$ cat src/rtl/pipe_ctrl.sv
// pipe_ctrl: hazard and sequencing controller for the 5-stage pipe.
// Produces per-stage stall/flush for if_reg, id_reg, ex_reg and mem_reg.
// It covers load-use bubbles, branch squash, MDU waits, memory wait states
// and trap redirection.
module pipe_ctrl #(
    parameter int GPR_ADDR_WIDTH = 5,
    parameter int MDU_TIMEOUT    = 64,
    parameter int CNT_WIDTH      = 7
) (
    input  logic                      clk,
    input  logic                      rst_n,
    input  logic                      id_en,
    input  logic [GPR_ADDR_WIDTH-1:0] id_rs1_addr,
    input  logic                      id_rs1_used,
    input  logic [GPR_ADDR_WIDTH-1:0] id_rs2_addr,
    input  logic                      id_rs2_used,
    input  logic                      ex_en,
    input  logic                      ex_is_load,
    input  logic                      ex_gpr_we_,
    input  logic [GPR_ADDR_WIDTH-1:0] ex_dst_addr,
    input  logic                      br_taken,
    input  logic                      mdu_start,
    input  logic                      mdu_done,
    input  logic                      dmem_req,
    input  logic                      dmem_ack,
    input  logic                      trap_req,
    output logic                      if_stall,
    output logic                      id_stall,
    output logic                      ex_stall,
    output logic                      mem_stall,
    output logic                      if_flush,
    output logic                      id_flush,
    output logic                      ex_flush,
    output logic                      mem_flush,
    output logic                      trap_redirect,
    output logic                      mdu_kill,
    output logic                      ctrl_err
);

    typedef enum logic [1:0] {
        RUN        = 2'd0,
        MDU_WAIT   = 2'd1,
        MEM_WAIT   = 2'd2,
        TRAP_REDIR = 2'd3
    } state_t;

    state_t                 state;
    state_t                 state_nxt;
    logic                   trap_pend;
    logic [CNT_WIDTH-1:0]   wait_cnt;

    // Bit order for the per-stage vectors: 0=if, 1=id, 2=ex, 3=mem.
    logic [3:0]             stall_raw;
    logic [3:0]             flush_raw;
    logic [3:0]             stall_vec;
    logic [3:0]             flush_vec;

    logic                   kill_nxt;
    logic                   err_set;
    logic                   pend_set;
    logic                   pend_clr;
    logic                   cnt_clr;
    logic                   cnt_inc;
    logic                   load_use;
    logic                   mdu_timeout;

    assign load_use = id_en & ex_en & ex_is_load & ~ex_gpr_we_ &
                      (ex_dst_addr != '0) &
                      ((id_rs1_used & (id_rs1_addr == ex_dst_addr)) |
                       (id_rs2_used & (id_rs2_addr == ex_dst_addr)));

    assign mdu_timeout = (wait_cnt == CNT_WIDTH'(MDU_TIMEOUT - 1));

    // Next-state and raw stall/flush decode from the current state and inputs.
    always_comb begin
        state_nxt = state;
        stall_raw = '0;
        flush_raw = '0;
        kill_nxt  = 1'b0;
        err_set   = 1'b0;
        pend_set  = 1'b0;
        pend_clr  = 1'b0;
        cnt_clr   = 1'b0;
        cnt_inc   = 1'b0;
        unique case (state)
            RUN: begin
                if (trap_req) begin
                    flush_raw = '1;
                    pend_clr  = 1'b1;
                    state_nxt = TRAP_REDIR;
                end else if (dmem_req && !dmem_ack) begin
                    stall_raw = '1;
                    state_nxt = MEM_WAIT;
                end else if (mdu_start) begin
                    stall_raw = 4'b0111;
                    flush_raw = 4'b1000;
                    cnt_clr   = 1'b1;
                    state_nxt = MDU_WAIT;
                end else if (br_taken) begin
                    flush_raw = 4'b0011;
                end else if (load_use) begin
                    stall_raw = 4'b0011;
                    flush_raw = 4'b0100;
                end
            end
            MEM_WAIT: begin
                if (dmem_ack) begin
                    // A trap arriving on the ack cycle itself is treated as pending.
                    if (trap_pend || trap_req) begin
                        flush_raw = '1;
                        pend_clr  = 1'b1;
                        state_nxt = TRAP_REDIR;
                    end else begin
                        state_nxt = RUN;
                    end
                end else begin
                    stall_raw = '1;
                    pend_set  = trap_req;
                end
            end
            MDU_WAIT: begin
                if (mdu_done) begin
                    state_nxt = RUN;
                end else if (trap_req) begin
                    flush_raw = '1;
                    kill_nxt  = 1'b1;
                    pend_clr  = 1'b1;
                    state_nxt = TRAP_REDIR;
                end else begin
                    stall_raw = 4'b0111;
                    flush_raw = 4'b1000;
                    cnt_inc   = 1'b1;
                    if (mdu_timeout) begin
                        flush_raw = 4'b1100;
                        kill_nxt  = 1'b1;
                        err_set   = 1'b1;
                        state_nxt = RUN;
                    end
                end
            end
            TRAP_REDIR: begin
                flush_raw = 4'b0011;
                state_nxt = RUN;
            end
            default: state_nxt = RUN;
        endcase
    end

    // Flush overrides stall in the same stage; outputs forced low while in reset.
    always_comb begin
        flush_vec = flush_raw & {4{rst_n}};
        stall_vec = stall_raw & ~flush_raw & {4{rst_n}};
    end

    assign if_stall  = stall_vec[0];
    assign id_stall  = stall_vec[1];
    assign ex_stall  = stall_vec[2];
    assign mem_stall = stall_vec[3];
    assign if_flush  = flush_vec[0];
    assign id_flush  = flush_vec[1];
    assign ex_flush  = flush_vec[2];
    assign mem_flush = flush_vec[3];

    // FSM state, pending trap, MDU wait counter and registered outputs.
    always_ff @(posedge clk or negedge rst_n) begin
        if (!rst_n) begin
            state         <= RUN;
            trap_pend     <= 1'b0;
            wait_cnt      <= '0;
            trap_redirect <= 1'b0;
            mdu_kill      <= 1'b0;
            ctrl_err      <= 1'b0;
        end else begin
            state         <= state_nxt;
            trap_redirect <= (state_nxt == TRAP_REDIR);
            mdu_kill      <= kill_nxt;
            if (err_set) begin
                ctrl_err <= 1'b1;
            end
            if (pend_clr) begin
                trap_pend <= 1'b0;
            end else if (pend_set) begin
                trap_pend <= 1'b1;
            end
            if (cnt_clr) begin
                wait_cnt <= '0;
            end else if (cnt_inc) begin
                wait_cnt <= wait_cnt + 1'b1;
            end
        end
    end

endmodule

$ cat config.mk
export PLATFORM = sky130hd
export DESIGN_NAME = pipe_ctrl
export DESIGN_NICKNAME = d
export VERILOG_FILES = /design/src/rtl/pipe_ctrl.sv
export SDC_FILE = /design/constraint.sdc
export NUM_CORES = 1
export LEC_CHECK = 0
export BUFFER_PORTS_ARGS = -buffer_cell sky130_fd_sc_hd__buf_2
export CAP_MARGIN = 10
export CORE_ASPECT_RATIO = 0.8
export CORE_MARGIN = 5
export CORE_UTILIZATION = 47
export CTS_CLUSTER_DIAMETER = 30
export DETAILED_ROUTE_END_ITERATION = 10
export HOLD_SLACK_MARGIN = 0.15
export PLACE_DENSITY = 0.9
export SLEW_MARGIN = 20
export SYNTH_ARGS = -nofsm -noshare
export SYNTH_HDL_FRONTEND = slang
export SYNTH_SLANG_ARGS = --single-unit
$ cat constraint.sdc
create_clock -name clk -period 1.96 [get_ports clk]
set_input_delay 0.098 -clock clk [delete_from_list [all_inputs] [get_ports clk]]
set_output_delay 0.098 -clock clk [all_outputs]
set_load 0.1 [all_outputs]
==> results.md, run 1 <==
- Summed over all cells, the static leakage comes to 0.616 nW.
- The synthesized-area fraction occupied by xor and xnor cells is 0.137.
- Max-cap violations in this run came to 0.
- The layer flagged by global routing as most heavily used is met2.
- The number of global-route vias before repair is 947.
- The first TritonRoute pass finished after 4 iterations.
- In this run the number of H-tree levels came out at 1.
- Of the total synthesized cell area, the portion taken by AND, OR, NAND and NOR gates is 0.271.
- The largest family of logic cells by synthesized area is simple AND/OR/NAND/NOR gates.
- The number of failing hold endpoints at the final stage came to 0.
- The total half-perimeter wirelength after legalization and detailed placement is about 2.0 mm.
- The critical path endpoint category is an output pin.
- The compound-gate portion of the synthesized area is 0.173.
- The initialized floorplan defines 14 standard-cell rows.
- The global routing usage summed across all routing layers is 0.185.
- In the final design database the tool counted 175 nets.
- The actual transition at the worst max-transition pin is approximately 0.5 ns.
- 0 antenna diodes ended up in the layout.
- Compared with the post-synthesis result, the final layout area differs by 36.9%.
- For this run, the number of Yosys warnings is 0.
- For the finished layout, the period the worst path requires is 1.91 ns.
- Of the total synthesized cell area, the portion taken by full adders, half adders and majority gates is 0.0131.
- The critical path is of the reg2out type.
- In this run the vertical extent of the chip is roughly 50 µm.
- The worst setup path is launched from a flip-flop.
- The die is approximately 60 µm wide.
- The slowest stage of the critical path belongs to the cell sky130_fd_sc_hd__dfrtp_2.
- The DRC marker count from the first detailed-route iteration is 29.
- The detailed-route wire length is around 2.5 mm.
- The final design area excluding fillers is about 1300 µm².
- The number of max-slew violations in the final report is 0.
- In the routed design, unresolved DRC markers number 0.
- The register bit count reported by yosys is 13.
- The fraction of post-synthesis cell area in the top cell type by area is 0.340.
- Leaving out fill and tap cells, the most frequent cells in the layout are sky130_fd_sc_hd__buf_2 (32), sky130_fd_sc_hd__nor2_1 (12), sky130_fd_sc_hd__xor2_1 (12).
- The routing usage on met1 is 0.233.
- TritonCTS built the clock tree.
- Along the worst path, the maximum fanout reaches 11.
- Setup repair after global routing could not meet its margin everywhere.
- The power density of the placed cells is around 1300 nW/µm².
- Of all flip-flops after synthesis, the portion carrying an async set or reset was 1.00.
- The number of sinks driven by the clock tree is 13.
- The number of buffers on the longest clock path is 2.
- Of the synthesized area, sequential elements account for 0.340.
- Clock-pin slew was measured on the worst setup and hold paths at 0.07 ns.
- The signal on the critical path passes through or3_1 > o221a_2 > buf_4.
- Synthesis produced a netlist whose cell count is 104.
- The cell count after placement is about 160.
- The worst endpoint required time is 1.86 ns.
- The initial antenna violation count came to 0.
- Measured against its own limit, the worst slew margin works out to 0.677.
- Measured on the finished design, the core utilization comes to 0.686.
- The cell type with the largest total area after synthesis is sky130_fd_sc_hd__dfrtp_1.
- The gate family responsible for the most delay along the worst path is flip-flops.
- The routing usage on met3 is 0.0615.
- The maximum cell stage delay along the critical path is 0.50 ns.
- By area the synthesized netlist is led by sky130_fd_sc_hd__dfrtp_1 (34%), sky130_fd_sc_hd__xor2_1 (11%), sky130_fd_sc_hd__nor2_1 (4.7%), sky130_fd_sc_hd__a21oi_1 (3.1%), sky130_fd_sc_hd__xnor2_1 (2.7%).
- The final route contains 923 vias.
- The post-route non-filler standard cell count is 168.
- Summed over all layers, the global routing overflow is 0.
- The region available for standard cell placement spans 1910 µm².
- The largest vdd supply drop is 1.18 mV.
- The starting utilization of the core area is 0.501.
- The number of different library cells used by synthesis comes to 43.
- Port buffering added 39 buffers.
- The most common cell after layout, fill and taps aside is sky130_fd_sc_hd__buf_2.
- The overall die area is 3040 µm².
- Routability-driven placement finished with a final weighted congestion of between 0.8 and 0.9.
- During I/O placement, the number of pins put on the boundary was 40.
- In the final routed layout, each cell accounts on average for 15.1 µm.
- Of the post-synthesis cell area, the part taken by muxes is 0.0222.
- Of the cells placed in the final design, the portion with a size suffix greater than 1 is 0.417.
- The run finished with clean final reports.
- The buffer type at the clock tree root is sky130_fd_sc_hd__clkbuf_4.
- The final critical-path share of the clock period is 0.974.
- The maximum achievable frequency is 524 MHz.
- In this run the worst hold path is classified as in2reg.
- The largest clock skew in the final design is 0.00431 ns.
- When the netlist entered floorplanning its net count stood at about 130.
- The later pin in the worst-skew pair is clocked with a latency of between 0.2 and 0.3 ns.
- The total setup violations reported at the end of the flow is 0.
- Entering global routing, the biggest net connects 21 pins.
- The total standard cell area after synthesis is 957 µm².
- For this run, global-route usage on met2 was measured as 0.297.
- The first global-routing pass estimated 4.24 mm of wire.
- The sum of buffers and inverters on the critical path is 1.
- The per-instance average area after synthesis is just over 9 µm².
- The synthesized design contains 0 enable-type register cells.
- Once detail routing completed, the nets flagged for antenna violations numbered 0.
- The placed standard-cell area is about 1200 µm².
- The number of clock buffers inserted by TritonCTS is 3.
- STA puts the critical path data arrival time at around 1.8 ns.
- Dividing the detail-routed via count by the number of cells gives about 5.5.
- The primary flip-flop cell chosen by synthesis mapping is sky130_fd_sc_hd__dfrtp_1.
==> through the flow <==
| step | setup WS, ns | total power [mW] | setup TNS [ns] | hold WS, ns |
|---|---|---|---|---|
| after floorplan | -0.399 | 1.25 | -0.494 | -0.198 |
| after global placement | 0.279 | 1.42 | 0 | 0.0367 |
| after detailed placement | 0.209 | 1.45 | 0 | 0.0375 |
| after CTS | 0.00121 | 1.63 | 0 | 0.201 |
| after global routing | -0.0230 | 1.76 | -0.0427 | 0.210 |
| final | 0.0504 | 1.66 | 0 | 0.212 |
==> where the power goes <==
group,internal [mW],leakage (nW),switching (mW)
clock network,0.0788,0.0150,0.0761
registers,0.337,0.171,0.111
logic,0.346,0.430,0.709
==> logic make-up after synthesis <==
kind of cell    count (synthesis)
buf+inv                         7
simple gates                   42
mux                             2
flops                          13
compound gates                 24
fa+ha+maj                       1
xor+xnor                       15
==> final timing paths <==
kind | startpoint | end | slack (ns) | depth (start not counted)
max in group asynchronous | rst_n | state[1] | 1.36 | 2
setup reg to reg | state[1] | wait_cnt[6] | 0.33 | 5
min in group asynchronous | rst_n | wait_cnt[3] | 0.29 | 2
hold reg to reg | ctrl_err | ctrl_err | 0.46 | 1
hold / removal | mdu_done | mdu_kill | 0.21 | 3
setup / recovery | state[1] | mem_flush | 0.05 | 3
==> metal layers <==
layer | up-vias | part of all wire
met1 | 431 | 0.41
met5 | - | 0
li1 | 453 | -
met4 | 0 | 0.013
met3 | 9 | 0.063
met2 | 30 | 0.51
==> cell usage after synthesis (all sizes together), types with 2 or more instances <==
cell,count
dfrtp,13
nor2,12
xor2,12
a21oi,7
and2,4
buf,4
nand2,4
o21ai,4
nand4,3
nor4,3
o21a,3
xnor2,3
a211oi,2
clkbuf,2
nand2b,2
nand4b,2
nor2b,2
nor3b,2
or3,2
==> flip-flops by register name (all words and copies together), names as in the netlist <==
register and cells:
ctrl_err 1, mdu_kill 1, state 2, trap_pend 1, trap_redirect 1, wait_cnt 7
==> worst register-to-register path, delay by kind of cell (launching register included) <==
| family | cells | cell delay [ns] |
|---|---|---|
| simple gates | 3 | 0.80 |
| flops | 1 | 0.50 |
| buf+inv | 1 | 0.16 |
| compound gates | 1 | 0.11 |
==> timing repair <==
item                                   4_1_cts  5_1_grt
gates resized for setup                      4        7
setup endpoints to repair                    6        6
pin swaps                                    0        2
buffers inserted                             0        1
hold buffers                                 1        0
endpoints found under the hold margin       13        0
==> area by class of cell <==
type / count / area, µm²
inverters: 1 / 3.75
clock buffers: 4 / 26.3
flip-flops and latches: 13 / 328
well taps: 24 / 30.0
repair buffers: 42 / 288
multi-input cells: 84 / 634
fillers: 149 / 599
No activity file was read; power rests on OpenSTA's default activity.
==> run 2: changes to the inputs <==
ABC_AREA = 1   (was unset)
CORE_UTILIZATION = 25   (was 47)
PLACE_DENSITY = 0.57   (was 0.9)
==> run 2 against run 1 <==
Synthesized cell count rose by 63%. Total power rose by 20%. Routed wire length rose by 8.4%.
==> results.md, run 2 <==
- Ranked by flip-flop count, first place goes to wait_cnt.
- Summed over all nets, the switching power comes to 1.08 mW.
- The overall die height is 68.5 µm.
- STA classifies the critical path startpoint as a flip-flop.
- The layout net count is ~240.
- The multiplexer fraction of the synthesized cell area is 0.
- The synthesized design spends more area on one cell type than any other, namely sky130_fd_sc_hd__dfrtp_1.
- The wire length of the first global-routing pass is 4.49 mm.
- The total half-perimeter wirelength after legalization and detailed placement is roughly 2.3 mm.
- The detailed-route DRC error count is 0.
- The sum of overflow across all layers after global routing is 0.
- Setup repair after global routing left no endpoint under its margin.
- The clock arrives with about 0.0029 ns of skew.
- The internal power of the cells totals 909 µW.
- The actual transition at the worst max-transition pin is 0.499 ns.
- The post-synthesis cell type count is 28.
- Leaving out fill and tap cells, the most frequent cell in the layout is sky130_fd_sc_hd__nand2_1.
- Counting the buffers created by CTS gives 3.
- Compared with the post-synthesis result, the final layout area differs by 45.1%.
- The maximum achievable frequency is around 540 MHz.
- The power share of the sequential group is 0.207.
- The routed layout has 1143 vias.
- The final critical-path share of the clock period is 0.947.
- The port buffer count is 39.
- The placed standard-cell area is roughly 1500 µm².
- For this run, the leading register cell type out of synthesis is sky130_fd_sc_hd__dfrtp_1.
- The largest registers in the layout are wait_cnt (7), state (2).
- The number of max-slew violations in the final report came to 0.
- The flow ran to the end, and the final reports show no timing, DRC or antenna violations.
- The clock edge transition at the registers on the reported setup and hold paths is 0.06 ns.
- The ratio of routed vias to standard cells is 4.23.
- The adder and majority cell fraction of the synthesized area is 0.0117.
- The maximum fanout along the worst path is 4.
- The number of antenna repair diodes is 0.
- Of the total synthesized cell area, the portion taken by XOR and XNOR cells is 0.0164.
- The register with the most flip-flops in the layout has 7 of them.
- The largest family of logic cells by synthesized area is simple AND/OR/NAND/NOR gates.
- In the final routed layout, each cell accounts on average for 10.2 µm.
- The total iterations of the first detailed-routing run is 4.
- The per-instance average area after synthesis is between 6 and 7 µm².
- The final design area excluding fillers is 1550 µm².
- The post-layout worst setup margin is 0.103 ns.
- The Yosys warning count is 0.
- By count the netlist is led by sky130_fd_sc_hd__nand2_1 (44), sky130_fd_sc_hd__inv_1 (29), sky130_fd_sc_hd__nor2_1 (25).
- The final critical-path required period is 1.86 ns.
- The critical path endpoint category is an output pin.
- The standard-cell row count is 21.
- The launch point of the critical path is wait_cnt[1].
- The fraction of registers with async set/reset is 1.00.
- The number of global-route vias before repair is 1028.
- The starting utilization of the core area is 0.258.
- The number of nets handed over by synthesis was approximately 200.
- The setup path with the least slack is of type reg2out.
- For this run, the register share of the synthesized area comes to 0.304.
- The compound-gate portion of the synthesized area was 0.127.
- The slowest stage of the critical path belongs to the cell sky130_fd_sc_hd__dfrtp_1.
- In this run, the number of DRC markers left after iteration 0 of detailed routing was 31.
- The core utilization of the finished layout is 0.374.
- The worst endpoint required time is 1.86 ns.
- The most used standard cell by instance count after synthesis is sky130_fd_sc_hd__nand2_1.
- The number of inserted filler cells in the final layout is 449.
- The tightest slew margin relative to the limit is 0.670.
- The post-route antenna net violation count is 0.
- The number of failing hold endpoints at the final stage came to 0.
- The total setup violations reported at the end of the flow is 0.
- The worst hold path belongs to the class in2reg.
- The initial antenna violation count is 0.
- The share of total power dissipated in the clock network is 0.121.
- The simple-gate share of the synthesized area is 0.411.
- The buffer type at the clock tree root is sky130_fd_sc_hd__clkbuf_8.
- The width of the die is roughly 83 µm.
- Yosys attributes the largest share of cell area to sky130_fd_sc_hd__dfrtp_1 (30%), sky130_fd_sc_hd__nand2_1 (15%), sky130_fd_sc_hd__inv_1 (10%), sky130_fd_sc_hd__nor2_1 (8.8%), sky130_fd_sc_hd__nand3_1 (5.1%).
- The maximum cell stage delay along the critical path is 0.41 ns.
- The critical path goes through ha_2 > nand3_2 > nor2_1 > nand2_1 > nand2_1 > o21ai_2 > nand2_2 > nor2_4 > buf_12.
- Data arrives at the worst endpoint at 1.76 ns.
- In the layout the commonest cells are sky130_fd_sc_hd__nand2_1 (43), sky130_fd_sc_hd__buf_2 (32), sky130_fd_sc_hd__inv_1 (29).
- The fraction of post-synthesis cell area in the top cell type by area is 0.304.
- The part of the power in combinational logic is 0.672.
- The worst register-to-register path begins at state[0].
- For the worst-skew pair, the clock arrives at the later sink with an insertion delay of roughly 0.24 ns.
- The cell with the most instances on the worst path is sky130_fd_sc_hd__nand2_1.
- After synthesis the netlist holds a flip-flop and latch count of 13.
- The area of the placeable core is a little over 4000 µm².
- The power density of the placed cells is 1280 nW/µm².
- The leakage power total is around 0.83 nW.
- The fraction of final layout cells sized beyond drive strength 1 is 0.324.
- The number of ports placed on the die boundary is 40.
- Summed over all layers, the routed wires come to 2.75 mm.
- The mapped netlist covers approximately 1100 µm².
- The global routing usage summed across all routing layers is 0.0968.
- The largest vdd supply drop is 0.548 mV.
- In this run the number of H-tree levels came out at 1.
- Synthesis handed over a netlist of 169 instances.
- The setup slack at placement is 0.207 ns.
- The congestion estimate from routability-driven global placement came to around 0.81.
- Across the run, the number of max-cap violations was 0.
- The number of buffers on the longest clock path is 2.
- The maximum number of pins on one net before global-route repair is 14.
- The number of synthesized flops with an enable pin is 0.
- The number of sinks driven by the clock tree is 13.
- The clock tree from TritonCTS is built.
- The switching part of the total power is 0.543.
- The die covers about 5700 µm².
- The launch point of the worst hold path is trap_req.
[run 2: changes by cell type in the layout (fill, tap and decap cells not counted), moves of 4 or more]
cell,previous run,this run
sky130_fd_sc_hd__nand2_1,4,43
sky130_fd_sc_hd__inv_2,0,4
sky130_fd_sc_hd__inv_1,1,29
sky130_fd_sc_hd__nor2_1,12,21
sky130_fd_sc_hd__clkbuf_4,5,0
sky130_fd_sc_hd__o21ai_0,2,6
sky130_fd_sc_hd__xor2_1,12,1
sky130_fd_sc_hd__nand3_1,1,10
[run 2: cells by family after synthesis]
family | Yosys count
simple gates | 94
buf+inv | 35
compound gates | 24
flops | 13
xor+xnor | 2
fa+ha+maj | 1
[run 2: area by class of cell]
cell class                 count  area (µm²)  share of cell area
multi-input combinational    121         663               0.427
sequential                    13         325               0.209
timing repair buffer          42         325               0.209
clock buffer                   4        45.0              0.0290
inverter                      33         124              0.0797
tap                           57        71.3              0.0459
[run 2: per-layer routing]
metal	track usage	up-vias	routed length (µm)
met1	0.134	492	1420
met4	0.0122	0	5
met5	0	-	0
li1	-	617	-
met2	0.152	31	1160
met3	0.0321	3	167
[run 2: worst paths after layout]
| path | end | cells past startpoint | slack, ns |
|---|---|---|---|
| max in group asynchronous | state[0] | 3 | 1.46 |
| worst max-delay path | ex_stall | 9 | 0.10 |
| worst min register to register | ctrl_err | 2 | 0.46 |
| worst max register to register | wait_cnt[1] | 8 | 0.55 |
| worst min-delay path | state[0] | 3 | 0.23 |
| min in group asynchronous | wait_cnt[3] | 3 | 0.33 |
[run 2: power by group through the flow]
stage / registers [mW] / clock network, mW / logic, mW
finish: 0.412 / 0.240 / 1.34
global route: 0.419 / 0.254 / 1.42
CTS: 0.407 / 0.248 / 1.33
detailed placement: 0.410 / 0 / 1.32
global placement: 0.410 / 0 / 1.32
floorplan: 0.479 / 0 / 0.885
[run 2: timing repair]
item / CTS / global route
hold buffers: 1 / 0
setup endpoints to repair: 1 / 4
pin swaps: 0 / 3
resized for setup: 1 / 3
cloned: 0 / 0
hold endpoints to repair: 13 / 0
buffers inserted: 0 / 1
[run 2: critical path: cells and delay by family (launching register included)]
family	cells	cell delay [ns]
buffers and inverters	1	0.18
flip-flops	1	0.41
AND/OR/NAND/NOR	6	0.47
adder cells (fa/ha/maj)	1	0.22
AO/OA/AOI/OAI	1	0.22
[run 2: through the flow]
step,std cells,hold slack [ns],TNS [ns],power [mW]
2_1_floorplan,169,-0.198,-0.115,1.36
3_3_place_gp,264,0.0596,0,1.73
3_5_place_dp,264,0.0648,0,1.73
4_1_cts,269,0.198,0,1.99
5_1_grt,270,0.228,0,2.09
6_report,270,0.226,0,1.99
==> run 3: changes to the inputs <==
CORE_MARGIN = 10   (was 5)
CORE_UTILIZATION = 30   (was 25)
CTS_CLUSTER_DIAMETER = 100   (was 30)
PLACE_DENSITY = 0.64   (was 0.57)
==> run 3 against run 2 <==
Sequential share of layout area rose by 0.068 points. Via count fell by 2.0%. Critical endpoint unchanged. Highest routed layer is now met3. Largest power group unchanged. Cell area fell by 0.32%.
==> results.md, run 3 (synthesis results as in run 2) <==
- The number of sinks driven by the clock tree is 13.
- The number of flip-flops under the largest register name is 7.
- The cell with the most instances on the worst path is sky130_fd_sc_hd__nand2_1.
- Final hold analysis gives a worst-case slack of 0.202 ns.
- Of the total power, registers draw 0.208.
- Traced cell by cell, the critical path runs through ha_4 > nand3_2 > nor2_1 > nand2_1 > nand2_1 > o21ai_2 > nand2_2 > nor2_4 > buf_12.
- The initial antenna violation count was 0.
- The first global-routing pass estimated 4.80 mm of wire.
- The register containing the most flip-flops in the final layout is wait_cnt.
- The detailed-route DRC error count is 0.
- The clock edge transition at the registers on the reported setup and hold paths is 0.05 ns.
- The final design area excluding fillers is 1550 µm².
- Entering global routing, the biggest net connects 14 pins.
- From bottom edge to top edge, the die measures 73.4 µm.
- The gate family responsible for the most delay along the worst path is simple AND/OR/NAND/NOR gates.
- The number of failing hold endpoints at the final stage is 0.
- Clock skew on the completed layout was measured at between 0.001 and 0.0015 ns.
- The placed standard-cell area is between 1000 and 1500 µm².
- Along the worst path, the maximum fanout reaches 4.
- The net switching power of the design is 1.09 mW.
- IR analysis of the VDD net gives a maximum drop of 0.642 mV.
- At the worst endpoint, the arrival time is 1.74 ns.
- The maximum achievable frequency is ~550 MHz.
- After the first detailed-routing iteration, the DRC count stood at 57.
- The worst path in the final design needs a cycle of 1.83 ns, including I/O delays and setup.
- Leaving out fill and tap cells, the most frequent cells in the layout are sky130_fd_sc_hd__nand2_1 (43), sky130_fd_sc_hd__buf_2 (32), sky130_fd_sc_hd__inv_1 (29).
- In the routed layout, each cell is associated on average with a via count of 4.39.
- The sum of overflow across all layers after global routing is 0.
- The layout net count is 244.
- The final weighted congestion of routability-driven global placement is 0.802.
- Power spread over the standard cell area amounts to 1300 nW/µm².
- The part of the power in combinational logic is 0.674.
- For this run, the number of standard cells in the final layout without fillers is 255.
- In the finished design, the share of the clock period the worst path needs comes to 0.935.
- No sink is reached through more buffers than the 2 on the longest clock path.
- The post-route antenna net violation count is 0.
- The cell at the slowest stage of the critical path is sky130_fd_sc_hd__dfrtp_1.
- Of the total power, the share spent switching nets is 0.541.
- The total setup violations reported at the end of the flow is 0.
- In the final layout, the registers with the most flip-flops are wait_cnt (7), state (2).
- STA puts the critical path data required time at 1.86 ns.
- The cell internal power dissipation is 922 µW.
- STA classifies the critical path endpoint as an output pin.
- TritonCTS built the clock tree.
- The completed layout was analyzed and its total power is ~2.0 mW.
- OpenSTA, run right after detailed placement, puts the worst setup slack at 0.182 ns.
- The number of max-slew violations in the final report came to 0.
- The core utilization of the finished layout is 0.452.
- Summed over all nets, the half-perimeter wirelength after detailed placement is 2.42 mm.
- The starting utilization of the core area is 0.313.
- The area growth from synthesis to layout is 44.6%.
- The port buffer count is 39.
- The min-delay analysis places its worst path in the category in2reg.
- After detailed routing, the total wire length is 2.84 mm.
- The global routing usage summed across all routing layers is 0.0897.
- The standard-cell row count is 19.
- The buffer type at the clock tree root is sky130_fd_sc_hd__clkbuf_8.
- In this run the count of I/O pins placed on the die edge is 40.
- At the pin with the least slew margin, the transition time is 0.495 ns.
- Measured against its own limit, the worst slew margin works out to 0.672.
- The fraction of final layout cells sized beyond drive strength 1 is 0.329.
- Once placement completed, the tool counted placed cells totaling 249.
- The routed wirelength normalized by instance count is 11.1 µm.
- The width of the die is 86.8 µm.
- The total number of H-tree levels is 1.
- Setup repair after global routing left no endpoint under its margin.
- The aggregate negative setup slack is 0 ns.
- The run finished with clean final reports.
- The most common cell after layout, fill and taps aside is sky130_fd_sc_hd__nand2_1.
- The number of global-route vias before repair is 1046.
- The number of maximum-capacitance violations is 0.
- Once routing completed, OpenROAD measured the worst setup slack at about 0.13 ns.
- The number of antenna diodes in the final layout is 0.
- The startpoint identified for the worst register-to-register timing path is state[0].
- Detailed routing inserted a total of 1120 vias.
- The maximum cell stage delay along the critical path is roughly 0.42 ns.
- The leakage power total is 0.835 nW.
- For this run, the detailed router's first-pass iteration total came to 5.
- The worst hold path begins at mdu_done.
- The startpoint type of the worst setup path is a flip-flop.
- The critical path start-end classification is reg2out.
- The number of clock buffers added by TritonCTS is 3.
- The floorplan step defined a die boundary enclosing 6370 µm².
- The clock share of power is 0.118.
- Counting the fill cells in the layout gives 364.
- The critical path starts at wait_cnt[1].
- The latest clock arrival within the worst-skew pair is 0.24 ns.
- The area of the placeable core is 3420 µm².
- The sum of buffers and inverters on the critical path is 1.
run 3: cell counts in the layout (fill, tap and decap cells not counted):
No cell type changed its count.
run 3: worst paths after layout:
kind	endpoint	slack, ns	cells past startpoint
worst max-delay path	ex_stall	0.13	9
worst min-delay path	mdu_kill	0.20	4
worst max register to register	wait_cnt[2]	0.57	7
worst min register to register	ctrl_err	0.46	2
max in group asynchronous	wait_cnt[0]	1.47	3
min in group asynchronous	mdu_kill	0.33	3
run 3: cell type report:
class	instances	area (µm²)	area share
Timing Repair Buffer	42	325	0.210
Multi-Input combinational cell	121	677	0.437
Tap cell	42	52.6	0.0339
Clock buffer	4	45.0	0.0291
Inverter	33	124	0.0800
Sequential cell	13	325	0.210
run 3: worst min-delay path: cells and delay by family:
kind	cells	cell delay, ns
buffers and inverters	1	0.11
AND/OR/NAND/NOR	3	0.19
run 3: repair_timing:
action / in CTS / in global routing
endpoints found under the setup margin: 1 / 4
pin swaps: 0 / 2
hold buffers: 1 / 0
gates cloned: 0 / 0
gates resized for setup: 1 / 5
buffers inserted: 0 / 1
hold endpoints to repair: 13 / 0
run 3: routing by layer:
metal / vias up / GRT usage / part of all wire
li1: 613 / - / -
met1: 486 / 0.119 / 0.52
met2: 21 / 0.142 / 0.43
met3: 0 / 0.0343 / 0.049
met4: 0 / 0 / 0
met5: - / 0 / 0
run 3: power by group through the flow:
stage	sequential (mW)	clock [mW]	combinational, mW
finish	0.417	0.237	1.35
global route	0.425	0.255	1.45
floorplan	0.479	0	0.885
detailed placement	0.411	0	1.32
CTS	0.407	0.244	1.33
global placement	0.410	0	1.31
